[config.mk]
export PLATFORM = sky130hd
export DESIGN_NAME = turn_controller
export DESIGN_NICKNAME = d
export VERILOG_FILES = /design/src/rtl/turn_pkg.sv /design/src/rtl/turn_timer.sv /design/src/rtl/turn_controller.sv
export SDC_FILE = /design/constraint.sdc
export NUM_CORES = 1
export LEC_CHECK = 0
export ABC_CLOCK_PERIOD_IN_PS = 3300
export BUFFER_PORTS_ARGS = -buffer_cell sky130_fd_sc_hd__buf_2
export CORE_MARGIN = 4
export CORE_UTILIZATION = 56
export DETAILED_ROUTE_END_ITERATION = 16
export HOLD_SLACK_MARGIN = 0.06
export PLACE_DENSITY = 0.79
export SYNTH_ARGS = -nofsm -noshare
export SYNTH_HDL_FRONTEND = slang
export SYNTH_SLANG_ARGS = --single-unit
[constraint.sdc]
create_clock -name clk -period 3.3 [get_ports clk]
set_input_delay 0.66 -clock clk [delete_from_list [all_inputs] [get_ports clk]]
set_output_delay 0.66 -clock clk [all_outputs]
set_load 0.005 [all_outputs]
[src/rtl/turn_pkg.sv]
// Shared types, widths and position helper for the chicken-chase turn sequencer.
// Imported by the controller and reusable by other position counters on the board.
package turn_pkg;

    localparam int POS_W    = 5;
    localparam int CARD_W   = 4;
    localparam int PLAYER_W = 2;

    typedef logic [POS_W-1:0]    pos_t;
    typedef logic [CARD_W-1:0]   card_t;
    typedef logic [PLAYER_W-1:0] player_t;

    typedef enum logic [2:0] {
        S_IDLE,
        S_WAIT_CARD,
        S_FETCH,
        S_COMPARE,
        S_ISSUE,
        S_SETTLE,
        S_NEXT_TURN,
        S_GAME_OVER
    } state_e;

    // Step one tile forward along the circular track.
    function automatic pos_t next_pos(input pos_t p, input pos_t last_pos);
        return (p == last_pos) ? '0 : pos_t'(p + pos_t'(1));
    endfunction

endpackage

[src/rtl/turn_timer.sv]
// Loadable down-counter for the per-turn flip deadline.
// clear reloads the full budget; expire flags the last counting cycle.
module turn_timer #(
    parameter int TIMEOUT = 16
) (
    input  logic clk,
    input  logic rst,
    input  logic clear,
    input  logic enable,
    output logic expire
);

    localparam int            CW   = (TIMEOUT > 1) ? $clog2(TIMEOUT) : 1;
    localparam logic [CW-1:0] LOAD = CW'(TIMEOUT - 1);

    logic [CW-1:0] count_q;
    logic [CW-1:0] count_d;

    always_comb begin
        // NOTE: default first so every path assigns count_d and no latch is inferred.
        count_d = count_q;
        if (clear) begin
            count_d = LOAD;
        end else if (enable && (count_q != '0)) begin
            count_d = count_q - CW'(1);
        end
    end

    always_ff @(posedge clk) begin
        // NOTE: non-blocking updates keep every flop sampling pre-edge values.
        if (rst) begin
            count_q <= LOAD;
        end else begin
            count_q <= count_d;
        end
    end

    assign expire = enable && (count_q == '0);

endmodule

[src/rtl/turn_controller.sv]
// Turn sequencer: accepts card flips, fetches the tile ahead of the current chicken,
// strobes T/N/B to the win checker, rotates players and freezes once a win is seen.
module turn_controller
    import turn_pkg::*;
#(
    parameter int NUM_PLAYERS  = 4,
    parameter int NUM_TILES    = 24,
    parameter int NUM_CARDS    = 12,
    parameter int TURN_TIMEOUT = 1000000
) (
    input  logic                clk,
    input  logic                rst,
    input  logic                start,
    input  logic                card_valid,
    input  logic [CARD_W-1:0]   card_sel,
    input  logic [CARD_W-1:0]   card_pic,
    input  logic [POS_W-1:0]    cur_pos,
    input  logic                W,
    output logic [POS_W-1:0]    tile_addr,
    input  logic [CARD_W-1:0]   tile_pic,
    output logic [PLAYER_W-1:0] T,
    output logic [POS_W-1:0]    N,
    output logic                B,
    output logic                move_valid,
    output logic                reject,
    output logic                game_over
);

    localparam pos_t    LAST_POS    = POS_W'(NUM_TILES - 1);
    localparam card_t   LAST_CARD   = CARD_W'(NUM_CARDS - 1);
    localparam player_t LAST_PLAYER = PLAYER_W'(NUM_PLAYERS - 1);
    localparam int      MASK_W      = 1 << CARD_W;

    state_e              state_q, state_d;
    player_t             t_q, t_d;
    pos_t                n_q, n_d;
    logic                b_q, b_d;
    pos_t                addr_q, addr_d;
    logic                reject_q, reject_d;
    logic [MASK_W-1:0]   mask_q, mask_d;
    card_t               pic_q, pic_d;

    logic flip_bad;
    logic flip_ok;
    logic timer_clear;
    logic timer_enable;
    logic timer_expire;

    // Mask is sized to the full selector range so out-of-range indices read a safe 0.
    assign flip_bad = card_valid && ((card_sel > LAST_CARD) || mask_q[card_sel]);
    assign flip_ok  = card_valid && !flip_bad;

    assign timer_enable = (state_q == S_WAIT_CARD);
    assign timer_clear  = !timer_enable || flip_ok;

    turn_timer #(
        .TIMEOUT (TURN_TIMEOUT)
    ) u_timer (
        .clk    (clk),
        .rst    (rst),
        .clear  (timer_clear),
        .enable (timer_enable),
        .expire (timer_expire)
    );

    always_ff @(posedge clk) begin
        if (rst) begin
            state_q  <= S_IDLE;
            t_q      <= '0;
            n_q      <= '0;
            b_q      <= 1'b0;
            addr_q   <= '0;
            reject_q <= 1'b0;
            mask_q   <= '0;
            pic_q    <= '0;
        end else begin
            state_q  <= state_d;
            t_q      <= t_d;
            n_q      <= n_d;
            b_q      <= b_d;
            addr_q   <= addr_d;
            reject_q <= reject_d;
            mask_q   <= mask_d;
            pic_q    <= pic_d;
        end
    end

    always_comb begin
        state_d = state_q;
        unique case (state_q)
            S_IDLE:      if (start) state_d = S_WAIT_CARD;
            S_WAIT_CARD: begin
                // An accepted flip in the expiry cycle still wins over the timeout.
                if (flip_ok) begin
                    state_d = S_FETCH;
                end else if (timer_expire) begin
                    state_d = S_NEXT_TURN;
                end
            end
            S_FETCH:     state_d = S_COMPARE;
            S_COMPARE:   state_d = S_ISSUE;
            S_ISSUE:     state_d = S_SETTLE;
            S_SETTLE: begin
                if (W) begin
                    state_d = S_GAME_OVER;
                end else if (b_q) begin
                    state_d = S_WAIT_CARD;
                end else begin
                    state_d = S_NEXT_TURN;
                end
            end
            S_NEXT_TURN: state_d = S_WAIT_CARD;
            S_GAME_OVER: state_d = S_GAME_OVER;
            default:     state_d = S_IDLE;
        endcase
    end

    always_comb begin
        t_d      = t_q;
        n_d      = n_q;
        b_d      = b_q;
        addr_d   = addr_q;
        reject_d = 1'b0;
        mask_d   = mask_q;
        pic_d    = pic_q;
        unique case (state_q)
            S_IDLE: begin
                if (start) begin
                    t_d    = '0;
                    mask_d = '0;
                end
            end
            S_WAIT_CARD: begin
                if (flip_bad) begin
                    reject_d = 1'b1;
                end else if (flip_ok) begin
                    mask_d[card_sel] = 1'b1;
                    pic_d            = card_pic;
                    addr_d           = next_pos(cur_pos, LAST_POS);
                end
            end
            S_COMPARE: begin
                // ROM data for addr_q arrives this cycle after the FETCH wait.
                b_d = (tile_pic == pic_q);
                n_d = addr_q;
            end
            S_NEXT_TURN: begin
                t_d    = (t_q == LAST_PLAYER) ? '0 : player_t'(t_q + player_t'(1));
                mask_d = '0;
            end
            default: ;
        endcase
    end

    always_comb begin
        move_valid = (state_q == S_ISSUE);
        game_over  = (state_q == S_GAME_OVER);
        reject     = reject_q;
        tile_addr  = addr_q;
        T          = t_q;
        N          = n_q;
        B          = b_q;
    end

endmodule

## After elaboration in Yosys (flattened, before gate mapping)

Cells that the tools add are included.

- $add $sub $neg: 3
- Magnitude comparators: 3
- Equal/unequal tests: 14
- Mux-type cells: 19
- Bitwise operators: 3
- Reductions and logical operators: 20

Operator list:

| operator | count |
|---|---|
| 2-to-1 mux 16 bit | 3 |
| case mux 16 bit (3 select lines) | 1 |
| case mux 3 bit (8 select lines) | 1 |
| logical NOT 20 bit | 1 |
| nonzero test 20 bit | 1 |
| subtractor 20 x 1 -> 20 bit (second input constant) | 1 |
| bitwise OR 16 bit | 1 |
| 2-to-1 mux 3 bit | 5 |
| equality test 3 bit (second input constant) | 4 |
| equality test 3 x 2 -> 1 bit (second input constant) | 2 |
| != test 2 bit (second input constant) | 3 |
| adder 5 x 1 -> 5 bit (second input constant) | 1 |
| equality test 5 bit (second input constant) | 1 |
| logical AND 1 bit | 5 |
| < comparator 4 x 5 -> 1 bit (second input constant) | 1 |
| 2-to-1 mux 5 bit | 1 |
| binary-select mux 1 bit (select 4 bit) | 1 |
| demux 1 bit (select 4 bit) | 1 |
| equality test 4 bit | 1 |
| >= comparator 4 x 1 -> 1 bit (second input constant) | 1 |
| greater-than comparator 4 bit (second input constant) | 1 |
| 2-to-1 mux 2 bit | 2 |
| case mux 2 bit (2 select lines) | 1 |
| AND reduction 2 bit | 2 |
| other kinds (14) | 20 |

- Flip-flop bits (word level): 57
- Input port bits: 22
- Output and inout port bits: 16
- Logic and storage cells: 71

## Longest topological paths before layout

Gate-level depths: netlist of the first run.

- Word-level depth: 9
- Mapped depth: 8
- Mapped depth without buffers: 7

## Modules after synthesis

Synthesis of the first run repeated with hierarchy kept, for this count alone.

- Cells, all modules: 314
- Area total of the unflattened synthesis: 2785.2 um2

By module, submodules not included:

| module | times used | cells an instance | area an instance (um2) | sequential area each (um2) |
|---|---|---|---|---|
| turn_controller | 1 | 183 | 1684.1 | 660.6 |
| turn_timer | 1 | 131 | 1101.1 | 400.4 |

## Worst setup path after synthesis of the first run

Ideal clock, no wire load.

- Path kind: in2reg
- Start: input card_sel[0]
- End: register pic_q[2]
- Library setup time: 0.128 ns
- Arrival: 2.372 ns
- Required time: 3.172 ns
- Path slack: 0.801 ns
- Cell stages on the path: 6
- Path buffers: 1
- Cell sequence: mux4_2 > or3b_2 > o22ai_1 > buf_2 > mux2i_1 > nor2_1

- Word-level cells in the longest chain between the ends: 7
- Elaborated cells on any way between the ends: 9
- Those cells by class: order compare (1); mux (2); bitwise (1); reduce/logical (5)

RTL lines:

| element | RTL line | RTL |
|---|---|---|
| from (decl) | turn_controller.sv:15 | `input logic [CARD_W-1:0] card_sel,` |
| binary-select mux 1 bit (select 4 bit) | turn_controller.sv:50 | `assign flip_bad = card_valid && ((card_sel > LAST_CARD) \|\| mask_q[card_sel]);` |
| 2-to-1 mux 1 bit (not written as such) | turn_controller.sv:50 |  |
| logical OR 1 bit (*) | turn_controller.sv:50 |  |
| logical AND 1 bit (*) | turn_controller.sv:50 |  |
| logical NOT 1 bit | turn_controller.sv:51 | `assign flip_ok = card_valid && !flip_bad;` |
| logical AND 1 bit | turn_controller.sv:51 |  |
| AND reduction 3 bit (no source line) (*) | -- |  |
| to (signal assigned) | turn_controller.sv:84 | `pic_q <= pic_d;` |
| to (decl) | turn_controller.sv:41 | `card_t pic_q, pic_d;` |

Every way passes the cells marked *; elsewhere a longest branch is shown, timed or not. The select of a mux whose other input is x is not followed.
A chain may end at the register's enable or synchronous reset.

## Final worst setup path of the first run

- Start: register u_timer.count_q[8]
- End: register state_q[0]

- Word-level cells in the longest chain between the ends: 4

RTL lines:

| element | RTL line | RTL |
|---|---|---|
| from (decl) | turn_timer.sv:16 | `logic [CW-1:0] count_q;` |
| from (signal assigned) | turn_timer.sv:34 | `count_q <= count_d;` |
| logical NOT 20 bit | turn_timer.sv:38 | `assign expire = enable && (count_q == '0);` |
| logical AND 1 bit | turn_timer.sv:38 |  |
| != test 3 x 2 -> 1 bit (no source line) | -- |  |
| AND reduction 2 bit (no source line) | -- |  |
| to (signal assigned) | turn_controller.sv:77 | `state_q <= state_d;` |
| to (decl) | turn_controller.sv:34 | `state_e state_q, state_d;` |

No other way between the ends.

==> summary.txt, run 1 <==
Outcome -> finished, final reports clean
Fmax -> 402.6 MHz
Cell area after synthesis -> 0.002502 sq mm
P_sw -> 0.3117 mW
Comb power frac -> 11.8%
Kind of end point of the critical path -> flop
# IOs -> 38
Synth area leaders -> dfxtp_1, nor2_1, mux2i_1
Core box area -> 0.004354 sq mm
Row count -> 24
Num Clock Sinks -> 53
Detailed Routing Iterations Pass 1 -> 4
Final Wtd Congestion -> 0.8011
Most common cell in the synthesized netlist -> dfxtp_1
VDD IR max -> 0.3233 mV
Post-Place Cells -> 349
DRC -> 0
CP top delay family -> simple AND/OR/NAND/NOR gates
NumNets Final -> 330
Grt total ovfl -> 0
TritonCTS buffer count -> 5
CTS tree -> built
Commonest cells post-synth -> dfxtp_1, nor2_1, nand2_1
Final ANT Viol Nets -> 0
Worst Path Buf+Inv -> 0
CP Data Required Time -> 3.50 ns
Clock slew at reported path FFs -> 0.09 ns
Pins Over Slew Limit -> 0
Sequential Power Share -> 53.1%
Drt wl/cell -> 13.57 um
Final Hold Violating Endpoints -> 0
Diode count -> 0
Final worst setup slack -> 0.8164 ns
CTS Buffer Depth -> 2
Total setup buffers inserted after CTS -> 0
Tmin final -> 2.484 ns
Clock Power Share -> 35.2%
Post-DP HPWL -> 3.550 mm
Die H -> 74.85 um
Die X -> 74.85 um
Worst path max stage delay -> 0.64 ns
Hold depth -> 1
Global-route usage over all layers -> 18.99%
Starting Density -> 57.47%
Cell taking the most area after synthesis -> dfxtp_1
Layout fillers -> 376
Synth unique cells -> 50
Ys Warns -> 0
H-tree levels -> 2
Top cell type's share of synthesized area -> 42.40%
Cells along the critical path -> or4_1 > or4_1 > o31ai_4 > a21oi_2 > o31a_1
Worst path most repeated cell -> or4_1
Int Pwr -> 0.9666 mW
CTS Hold Buffers Added -> 0
Worst Skew -> 0.006378 ns
Worst slew margin -> 48.07%
Routed vias -> 2043
Post-synth EDFFs -> 0
Initial antenna violation count -> 0
Post-Layout Cell Count -> 357
Async S/R FF share, synth -> 0%
Worst Setup Start Kind -> flop
Layout cells sized above 1 -> 20.33%
RSZ-0062 raised after global routing -> no
Final setup fails -> 0
Placed Area -> 0.002719 sq mm
Cells on worst reg2reg path -> 5
Layout area overhead -> 13.30%
Setup_tns -> 0 ns
Sequential fraction of the synthesis area -> 42.40%
Final Cycle Share -> 75.26%
Switching share of power -> 24.39%
Final Util -> 65.11%
FF+latch count, synth -> 53
Starting DRT DRC Count -> 92
Root Buffer -> clkbuf_8
I/O Buffers -> 37
P_leak -> 1.122 nW
Final WL -> 4.846 mm
Clock latency on the worst-skew pair -> 0.30 ns
# resized after CTS -> 0
Vias in the first global route -> 1886
Placement Setup Slack -> 0.7168 ns
Critical path arrival -> 2.68 ns
Post-Syn Nets -> 297
Die area -> 0.005602 sq mm
Ys flop type -> dfxtp_1
Gate Count Post-Synth -> 271
Final Hold Slack -> 0.4722 ns
Worst path slowest cell -> or4_1
Mapped Avg Cell Area -> 9.234 sq um
Pin count of the biggest net entering global routing -> 27
First-pass GRT wire length -> 8.286 mm
Worst-Margin Slew -> 0.7760 ns
Tot Pwr -> 1.278 mW
Final instance area -> 0.002835 sq mm
Via/cell ratio -> 5.723
Max Cap Violations -> 0
Pwr dens -> 450.9 mW/mm^2
Type of the worst setup path -> flop to flop
Max FO, Critical Path -> 9
Hold Crit Class -> flop to flop
Stages on worst setup path -> 5
state kept, by name (all words and copies together) (netlist names):
| name | flops |
|---|---|
| B | 1 |
| N | 5 |
| T | 2 |
| mask_q | 12 |
| pic_q | 4 |
| reject | 1 |
| state_q | 3 |
| tile_addr | 5 |
| u_timer.count_q | 20 |
power groups by stage:
stage               clock network [mW]  logic (mW)  registers, mW
floorplan                            0       0.115          0.682
global placement                     0       0.150          0.692
detailed placement                   0       0.151          0.693
CTS                              0.461       0.151          0.678
global route                     0.488       0.167          0.683
finish                           0.450       0.151          0.678
cell families after synthesis:
| kind of cell | synth area share [%] |
|---|---|
| simple gates | 21.65 |
| mux | 7.550 |
| flops | 42.40 |
| xor+xnor | 6.650 |
| buf+inv | 4.200 |
| compound gates | 15.55 |
| fa+ha+maj | 2.000 |
cell type report:
type / instances / area (sq um) / area share (%)
clock buffer: 7 / 86.33 / 3.045
clock inverter: 1 / 30.03 / 1.059
inverter: 9 / 33.78 / 1.192
multi-input combinational: 193 / 1336 / 47.13
sequential: 53 / 1061 / 37.42
tap: 52 / 65.06 / 2.295
timing repair buffer: 42 / 222.7 / 7.855
cell usage in the layout, fill, tap and decap left out, types with 2 or more instances in the layout:
cell        n
a211o_1     2
a211oi_1    5
a21oi_1     9
a31oi_1     2
a32o_1      4
and3_1      2
buf_2      37
buf_4       5
clkbuf_8    6
dfxtp_1    53
ha_1        4
inv_1       9
mux2i_1    11
mux4_2      3
nand2_1    18
nand3_1     7
nand4_1     4
nor2_1     34
nor3_1      8
nor3b_1     3
nor4_1      7
o211ai_1    5
o21ai_0     4
o21ai_1     3
o2bb2ai_1   8
o31a_1      2
or3_1       4
or3b_2      2
or4_1       4
xnor2_1     8
xor2_1     11
per-layer routing:
metal	vias to the layer above	GRT usage [%]	routed length, um
li1	1052	-	-
met1	942	23.42	2268
met2	43	32.79	2308
met3	6	4.005	205
met4	0	6.522	64
met5	-	0	0
worst paths after layout:
kind,start,to,slack (ns)
max,u_timer.count_q[8],state_q[0],0.82
min,mask_q[6],mask_q[6],0.47
max reg2reg,u_timer.count_q[8],state_q[0],0.82
min reg2reg,mask_q[6],mask_q[6],0.47
worst register-to-register path: cells and delay by family, from the launching register on:
kind             cells  cell delay, ns
AND/OR/NAND/NOR      2            1.28
AO/OA/AOI/OAI        3            0.75
flip-flops           1            0.34
No activity file was read; power rests on OpenSTA's default activity.
==> run 2: changes to the inputs <==
- ABC_AREA: not set -> 1
- ABC_CLOCK_PERIOD_IN_PS: 3300 -> 2550
- CORE_UTILIZATION: 56 -> 57
- clock period: 3.3 -> 2.55 ns (I/O delays scaled with it)
==> run 2 against run 1 <==
  * Sequential share of layout area is 3.6 points lower
  * Synthesized cell count is 50% higher
  * Hold slack worse by 0.026 ns
  * Area after synthesis is 12% higher
  * Combinational power grew to 2.6 times the previous value
  * Register-to-register slack worse by 0.29 ns
  * Worst setup slack worse by 0.29 ns
  * Count of clock-buffer cells in the layout is 1 lower
  * Non-clock buffer count is 4 lower
  * Power is 49% higher
  * Die area is 8.9% higher
  * Fmax is 23% higher
  * Critical path type unchanged
  * Largest cell class unchanged
  * Highest routed layer unchanged
==> summary.txt, run 2 <==
Total setup buffers inserted after CTS -> 0 (unchanged)
DRC -> 0 (unchanged)
Die area -> 0.006103 sq mm (was 0.005602 sq mm)
Num Clock Sinks -> 53 (unchanged)
First-pass GRT wire length -> 10.58 mm (was 8.286 mm)
Top cell type's share of synthesized area -> 37.86% (was 42.40%)
FF+latch count, synth -> 53 (unchanged)
Worst Path Buf+Inv -> 3 (was 0)
Worst-Margin Slew -> 0.5753 ns (was 0.7760 ns)
CP top delay family -> simple AND/OR/NAND/NOR gates (unchanged)
Max FO, Critical Path -> 21 (was 9)
Fmax -> 494.4 MHz (was 402.6 MHz)
P_leak -> 1.342 nW (was 1.122 nW)
Critical path arrival -> 2.28 ns (was 2.68 ns)
Final Cycle Share -> 79.31% (was 75.26%)
Vias in the first global route -> 2417 (was 1886)
Via/cell ratio -> 5.239 (was 5.723)
Post-Layout Cell Count -> 511 (was 357)
Synth area leaders -> dfxtp_1, nand2_1, nor2_1 (was dfxtp_1, nor2_1, mux2i_1)
Initial antenna violation count -> 0 (unchanged)
CTS tree -> built (unchanged)
Cell taking the most area after synthesis -> dfxtp_1 (unchanged)
Final Util -> 65.89% (was 65.11%)
Clock slew at reported path FFs -> 0.10 ns (was 0.09 ns)
Drt wl/cell -> 11.75 um (was 13.57 um)
Worst slew margin -> 61.54% (was 48.07%)
Final Wtd Congestion -> 0.8998 (was 0.8011)
CTS Hold Buffers Added -> 0 (unchanged)
CP Data Required Time -> 2.80 ns (was 3.50 ns)
Switching share of power -> 31.02% (was 24.39%)
Commonest non-fill, non-tap cell in the layout -> nand2_1 (was dfxtp_1)
Max Cap Violations -> 0 (unchanged)
P_sw -> 0.5911 mW (was 0.3117 mW)
Mapped Avg Cell Area -> 6.886 sq um (was 9.234 sq um)
Worst Setup Start Kind -> flop (unchanged)
Starting DRT DRC Count -> 197 (was 92)
Pwr dens -> 608.3 mW/mm^2 (was 450.9 mW/mm^2)
Post-Place Cells -> 503 (was 349)
# IOs -> 38 (unchanged)
Die H -> 78.12 um (was 74.85 um)
Cell area after synthesis -> 0.002803 sq mm (was 0.002502 sq mm)
Largest regs -> u_timer.count_q: 20 flops, mask_q: 12 flops (unchanged)
Post-Syn Nets -> 433 (was 297)
Worst Skew -> 0.01146 ns (was 0.006378 ns)
Int Pwr -> 1.315 mW (was 0.9666 mW)
Outcome -> finished, final reports clean (unchanged)
Worst path most repeated cell -> inv_1 (was or4_1)
Row count -> 25 (was 24)
Cells along the critical path -> inv_1 > ha_1 > inv_1 > nor2_1 > nand4_1 > nand2_2 > inv_2 > nand3_1 > or2_2 > nand2_1 (was or4_1 > or4_1 > o31ai_4 > a21oi_2 > o31a_1)
Commonest cells post-synth -> nand2_1, nor2_1, dfxtp_1 (was dfxtp_1, nor2_1, nand2_1)
NumNets Final -> 469 (was 330)
Die X -> 78.12 um (was 74.85 um)
I/O Buffers -> 37 (unchanged)
Final Hold Violating Endpoints -> 0 (unchanged)
Commonest cells after routing, fill and taps aside -> nand2_1, nor2_1, dfxtp_1 (was dfxtp_1, buf_2, nor2_1)
Comb power frac -> 21.0% (was 11.8%)
Final Hold Slack -> 0.4459 ns (was 0.4722 ns)
Async S/R FF share, synth -> 0% (unchanged)
Biggest register -> u_timer.count_q (unchanged)
Layout area overhead -> 11.79% (was 13.30%)
Clock Power Share -> 31.3% (was 35.2%)
Clock latency on the worst-skew pair -> 0.31 ns (was 0.30 ns)
Root Buffer -> clkbuf_8 (unchanged)
Final setup fails -> 0 (unchanged)
Routed vias -> 2677 (was 2043)
Most common cell in the synthesized netlist -> nand2_1 (was dfxtp_1)
Worst path slowest cell -> dfxtp_1 (was or4_1)
TritonCTS buffer count -> 5 (unchanged)
Largest register FFs -> 20 (unchanged)
Layout cells sized above 1 -> 16.22% (was 20.33%)
Post-DP HPWL -> 4.461 mm (was 3.550 mm)
Ys Warns -> 0 (unchanged)
Pins Over Slew Limit -> 0 (unchanged)
Detailed Routing Iterations Pass 1 -> 5 (was 4)
Tmin final -> 2.023 ns (was 2.484 ns)
VDD IR max -> 0.4059 mV (was 0.3233 mV)
Synth unique cells -> 36 (was 50)
Post-synth EDFFs -> 0 (unchanged)
Ys flop type -> dfxtp_1 (unchanged)
CTS Buffer Depth -> 2 (unchanged)
Final ANT Viol Nets -> 0 (unchanged)
Kind of end point of the critical path -> flop (unchanged)
Setup_tns -> 0 ns (unchanged)
Hold Crit Class -> input pin to flop (was flop to flop)
Grt total ovfl -> 0 (unchanged)
Sequential fraction of the synthesis area -> 37.86% (was 42.40%)
Starting Density -> 58.95% (was 57.47%)
H-tree levels -> 2 (unchanged)
Diode count -> 0 (unchanged)
RSZ-0062 raised after global routing -> no (unchanged)
Worst path max stage delay -> 0.39 ns (was 0.64 ns)
Type of the worst setup path -> flop to flop (unchanged)
Core box area -> 0.004755 sq mm (was 0.004354 sq mm)
Global-route usage over all layers -> 20.90% (was 18.99%)
# resized after CTS -> 0 (unchanged)
Final WL -> 6.004 mm (was 4.846 mm)
Gate Count Post-Synth -> 407 (was 271)
Sequential Power Share -> 47.7% (was 53.1%)
Pin count of the biggest net entering global routing -> 22 (was 27)
==> run 2: cell count changes after synthesis, sizes merged, moves of 13 or more <==
cell	previous run	this run
nand2	18	92
a21oi	10	28
inv	9	42
nor2	34	82
nand3	7	37
o21ai	7	20
==> run 2: layer usage <==
metal,GRT usage (%),routed length [um],up-vias
met2,33.65,2714,92
met4,6.119,73,0
met5,0,0,-
met3,5.046,377,10
li1,-,-,1370
met1,27.85,2838,1205
==> run 2: cell families after synthesis <==
logic type	share of synthesized area, %
AOI/OAI and AO/OA	11.83
and+or+nand+nor	34.51
buffers and inverters	8.393
adders and majority gates	1.786
DFF	37.86
xor gates and xnor gates	5.625
==> run 2: final timing paths <==
path / from / to / slack [ns] / depth (start not counted)
worst max-delay path: u_timer.count_q[0] / u_timer.count_q[3] / 0.53 / 10
worst min-delay path: rst / tile_addr[4] / 0.45 / 2
worst max register to register: u_timer.count_q[0] / u_timer.count_q[3] / 0.53 / 10
worst min register to register: mask_q[0] / mask_q[0] / 0.46 / 2
==> run 2: area by class of cell <==
| cell class | instances | area (sq um) |
|---|---|---|
| multi-input cells | 301 | 1506 |
| inverters | 44 | 168.9 |
| clock buffers | 6 | 82.58 |
| flip-flops and latches | 53 | 1061 |
| well taps | 67 | 83.83 |
| fillers | 410 | 1622 |
| repair buffers | 38 | 192.7 |
| clock inverters | 2 | 37.54 |
==> run 2: power by group through the flow <==
stage / combinational [mW] / clock [mW] / sequential [mW]
floorplan: 0.322 / 0 / 0.923
global placement: 0.387 / 0 / 0.927
detailed placement: 0.399 / 0 / 0.928
CTS: 0.399 / 0.607 / 0.909
global route: 0.457 / 0.639 / 0.919
finish: 0.400 / 0.596 / 0.910
==> run 2: stage by stage <==
stage	setup WS, ns	cell area [sq um]	total power, mW
after CTS	0.5364	3133	1.915
final	0.5275	3133	1.906
after global routing	0.3631	3133	2.015
after global placement	0.5929	3013	1.314
after floorplan	0.8609	2803	1.245
after detailed placement	0.5845	3013	1.327
==> run 3: changes to the inputs <==
- ABC_AREA: 1 -> 0
- ABC_CLOCK_PERIOD_IN_PS: 2550 -> 1800
- CORE_UTILIZATION: 57 -> 50
- PLACE_DENSITY: 0.79 -> 0.74
- clock period: 2.55 -> 1.8 ns (I/O delays scaled with it)
==> run 3 against run 2 <==
  * The flow now finishes with violations (negative setup slack)
  * Die area grew 1.6%
  * Global-route usage about the same
  * Power rose by 23%
  * Flip-flop and latch count unchanged
  * Clock power rose by 12%
==> summary.txt, run 3 (synthesized netlist as in run 1, its figures left out) <==
Vias in the first global route -> 2341 (was 2417)
Pin count of the biggest net entering global routing -> 20 (was 22)
Die H -> 78.75 um (was 78.12 um)
Worst Skew -> 0.01242 ns (was 0.01146 ns)
Tmin final -> 2.187 ns (was 2.023 ns)
Final ANT Viol Nets -> 0 (unchanged)
Via/cell ratio -> 5.482 (was 5.239)
Final instance area -> 0.003435 sq mm (was 0.003133 sq mm)
Worst-Margin Slew -> 0.5938 ns (was 0.5753 ns)
Final WL -> 6.145 mm (was 6.004 mm)
Core box area -> 0.004786 sq mm (was 0.004755 sq mm)
Initial antenna violation count -> 0 (unchanged)
First-pass GRT wire length -> 10.34 mm (was 10.58 mm)
Hold Crit Class -> input pin to flop (unchanged)
Placed Area -> 0.003105 sq mm (was 0.003013 sq mm)
Setup_tns -> -8.092 ns (was 0 ns)
Worst Setup EP -> u_timer.count_q[11] (was u_timer.count_q[3])
Clock latency on the worst-skew pair -> 0.31 ns (about the same)
CP startpoint -> u_timer.count_q[14] (was u_timer.count_q[0])
TritonCTS buffer count -> 5 (unchanged)
Layout area overhead -> 37.25% (was 11.79%)
Grt total ovfl -> 0 (unchanged)
I/O Buffers -> 37 (unchanged)
Final Wtd Congestion -> 0.8302 (was 0.8998)
# IOs -> 38 (unchanged)
Largest register FFs -> 20 (unchanged)
Fmax -> 457.3 MHz (was 494.4 MHz)
Register-to-Register Setup Slack -> -0.39 ns (was 0.53 ns)
DRC -> 0 (unchanged)
Worst Setup Start Kind -> flop (unchanged)
Final worst setup slack -> -0.3868 ns (was 0.5275 ns)
CTS Buffer Depth -> 2 (unchanged)
Post-DP HPWL -> 4.207 mm (was 4.461 mm)
Final setup fails -> 36 (was 0)
H-tree levels -> 2 (unchanged)
Final Util -> 71.76% (was 65.89%)
Pwr dens -> 682.3 mW/mm^2 (was 608.3 mW/mm^2)
Row count -> 25 (unchanged)
RSZ-0062 raised after global routing -> yes (was no)
Clock slew at reported path FFs -> 0.10 ns (about the same)
Outcome -> finished, violations left (was finished, final reports clean)
RR Endpoint -> u_timer.count_q[11] (was u_timer.count_q[3])
Failing checks -> negative setup slack
VDD IR max -> 0.5342 mV (was 0.4059 mV)
Max FO, Critical Path -> 7 (was 21)
Pins Over Slew Limit -> 0 (unchanged)
Commonest cells after routing, fill and taps aside -> dfxtp_1, buf_4, buf_2 (was nand2_1, nor2_1, dfxtp_1)
Global-route usage over all layers -> 20.87% (was 20.90%)
Layout cells sized above 1 -> 40.40% (was 16.22%)
Starting DRT DRC Count -> 114 (was 197)
Routed vias -> 2308 (was 2677)
Die area -> 0.006201 sq mm (was 0.006103 sq mm)
Die X -> 78.75 um (was 78.12 um)
Placement Setup Slack -> -0.4251 ns (was 0.5845 ns)
Final Cycle Share -> 121.5% (was 79.31%)
Cells on worst reg2reg path -> 6 (was 10)
Biggest register -> u_timer.count_q (unchanged)
Detailed Routing Iterations Pass 1 -> 4 (was 5)
Kind of end point of the critical path -> flop (unchanged)
Starting Density -> 52.29% (was 58.95%)
Root Buffer -> clkbuf_8 (unchanged)
Max Cap Violations -> 0 (unchanged)
Diode count -> 0 (unchanged)
Critical path arrival -> 2.38 ns (was 2.28 ns)
CP Data Required Time -> 2.00 ns (was 2.80 ns)
Largest regs -> u_timer.count_q: 20 flops, mask_q: 12 flops (unchanged)
Final Hold Violating Endpoints -> 0 (unchanged)
Reg-to-Reg Start -> u_timer.count_q[14] (was u_timer.count_q[0])
NumNets Final -> 380 (was 469)
Tot Pwr -> 2.344 mW (was 1.906 mW)
Worst slew margin -> 60.37% (was 61.54%)
CTS tree -> built (unchanged)
Type of the worst setup path -> flop to flop (unchanged)
Num Clock Sinks -> 53 (unchanged)
Drt wl/cell -> 14.60 um (was 11.75 um)
P_leak -> 1.417 nW (was 1.342 nW)
Commonest non-fill, non-tap cell in the layout -> dfxtp_1 (was nand2_1)
-- run 3: routing by layer --
metal / track usage, % / wire length [um] / up-vias
li1: - / - / 1151
met1: 24.47 / 2673 / 1092
met2: 36.25 / 3096 / 49
met3: 4.649 / 223 / 16
met4: 9.441 / 151 / 0
met5: 0 / 0 / -
-- run 3: report_power, final --
| group | switching (mW) | leakage [nW] | internal (mW) | total, mW |
|---|---|---|---|---|
| clock network | 0.397 | 0.0402 | 0.269 | 0.666 |
| logic | 0.239 | 0.947 | 0.213 | 0.452 |
| registers | 0.0227 | 0.429 | 1.20 | 1.23 |
| total | 0.659 | 1.42 | 1.68 | 2.34 |
-- run 3: repair_timing --
item / in CTS / in global routing
setup endpoints to repair: 32 / 40
gates resized for setup: 22 / 16
pin swaps: 13 / 16
gates cloned: 1 / 0
buffers inserted: 5 / 3
hold buffers: 0 / 0
-- run 3: how the worst min path moves through the flow --
stage | start | end | slack [ns] | cells after the start
2_1_floorplan | mask_q[10] | mask_q[10] | 0.43 | 1
3_3_place_gp | mask_q[10] | mask_q[10] | 0.44 | 1
3_5_place_dp | mask_q[8] | mask_q[8] | 0.45 | 1
4_1_cts | card_pic[2] | pic_q[2] | 0.28 | 3
5_1_grt | card_pic[1] | pic_q[1] | 0.29 | 3
6_report | card_pic[2] | pic_q[2] | 0.28 | 3
-- run 3: cell type report --
class | count | area (sq um)
multi-input combinational | 193 | 1513
fill | 345 | 1351
sequential | 53 | 1065
timing repair buffer | 92 | 654.4
tap | 67 | 83.83
clock buffer | 5 | 68.82
inverter | 9 | 33.78
clock inverter | 2 | 16.27
-- run 3: per-stage QoR --
stage | instances | hold slack (ns)
global route | 421 | 0.2942
CTS | 418 | 0.2830
global placement | 405 | 0.4410
detailed placement | 405 | 0.4516
floorplan | 271 | 0.4271
finish | 421 | 0.2822
-- run 3: worst max-delay path, cell delays in order (launching register included) --
cell,delay [ns]
dfxtp_2,0.33
or4_4,0.52
or4b_4,0.57
o21ai_1,0.27
buf_4,0.18
nor4_1,0.04
o21a_1,0.16
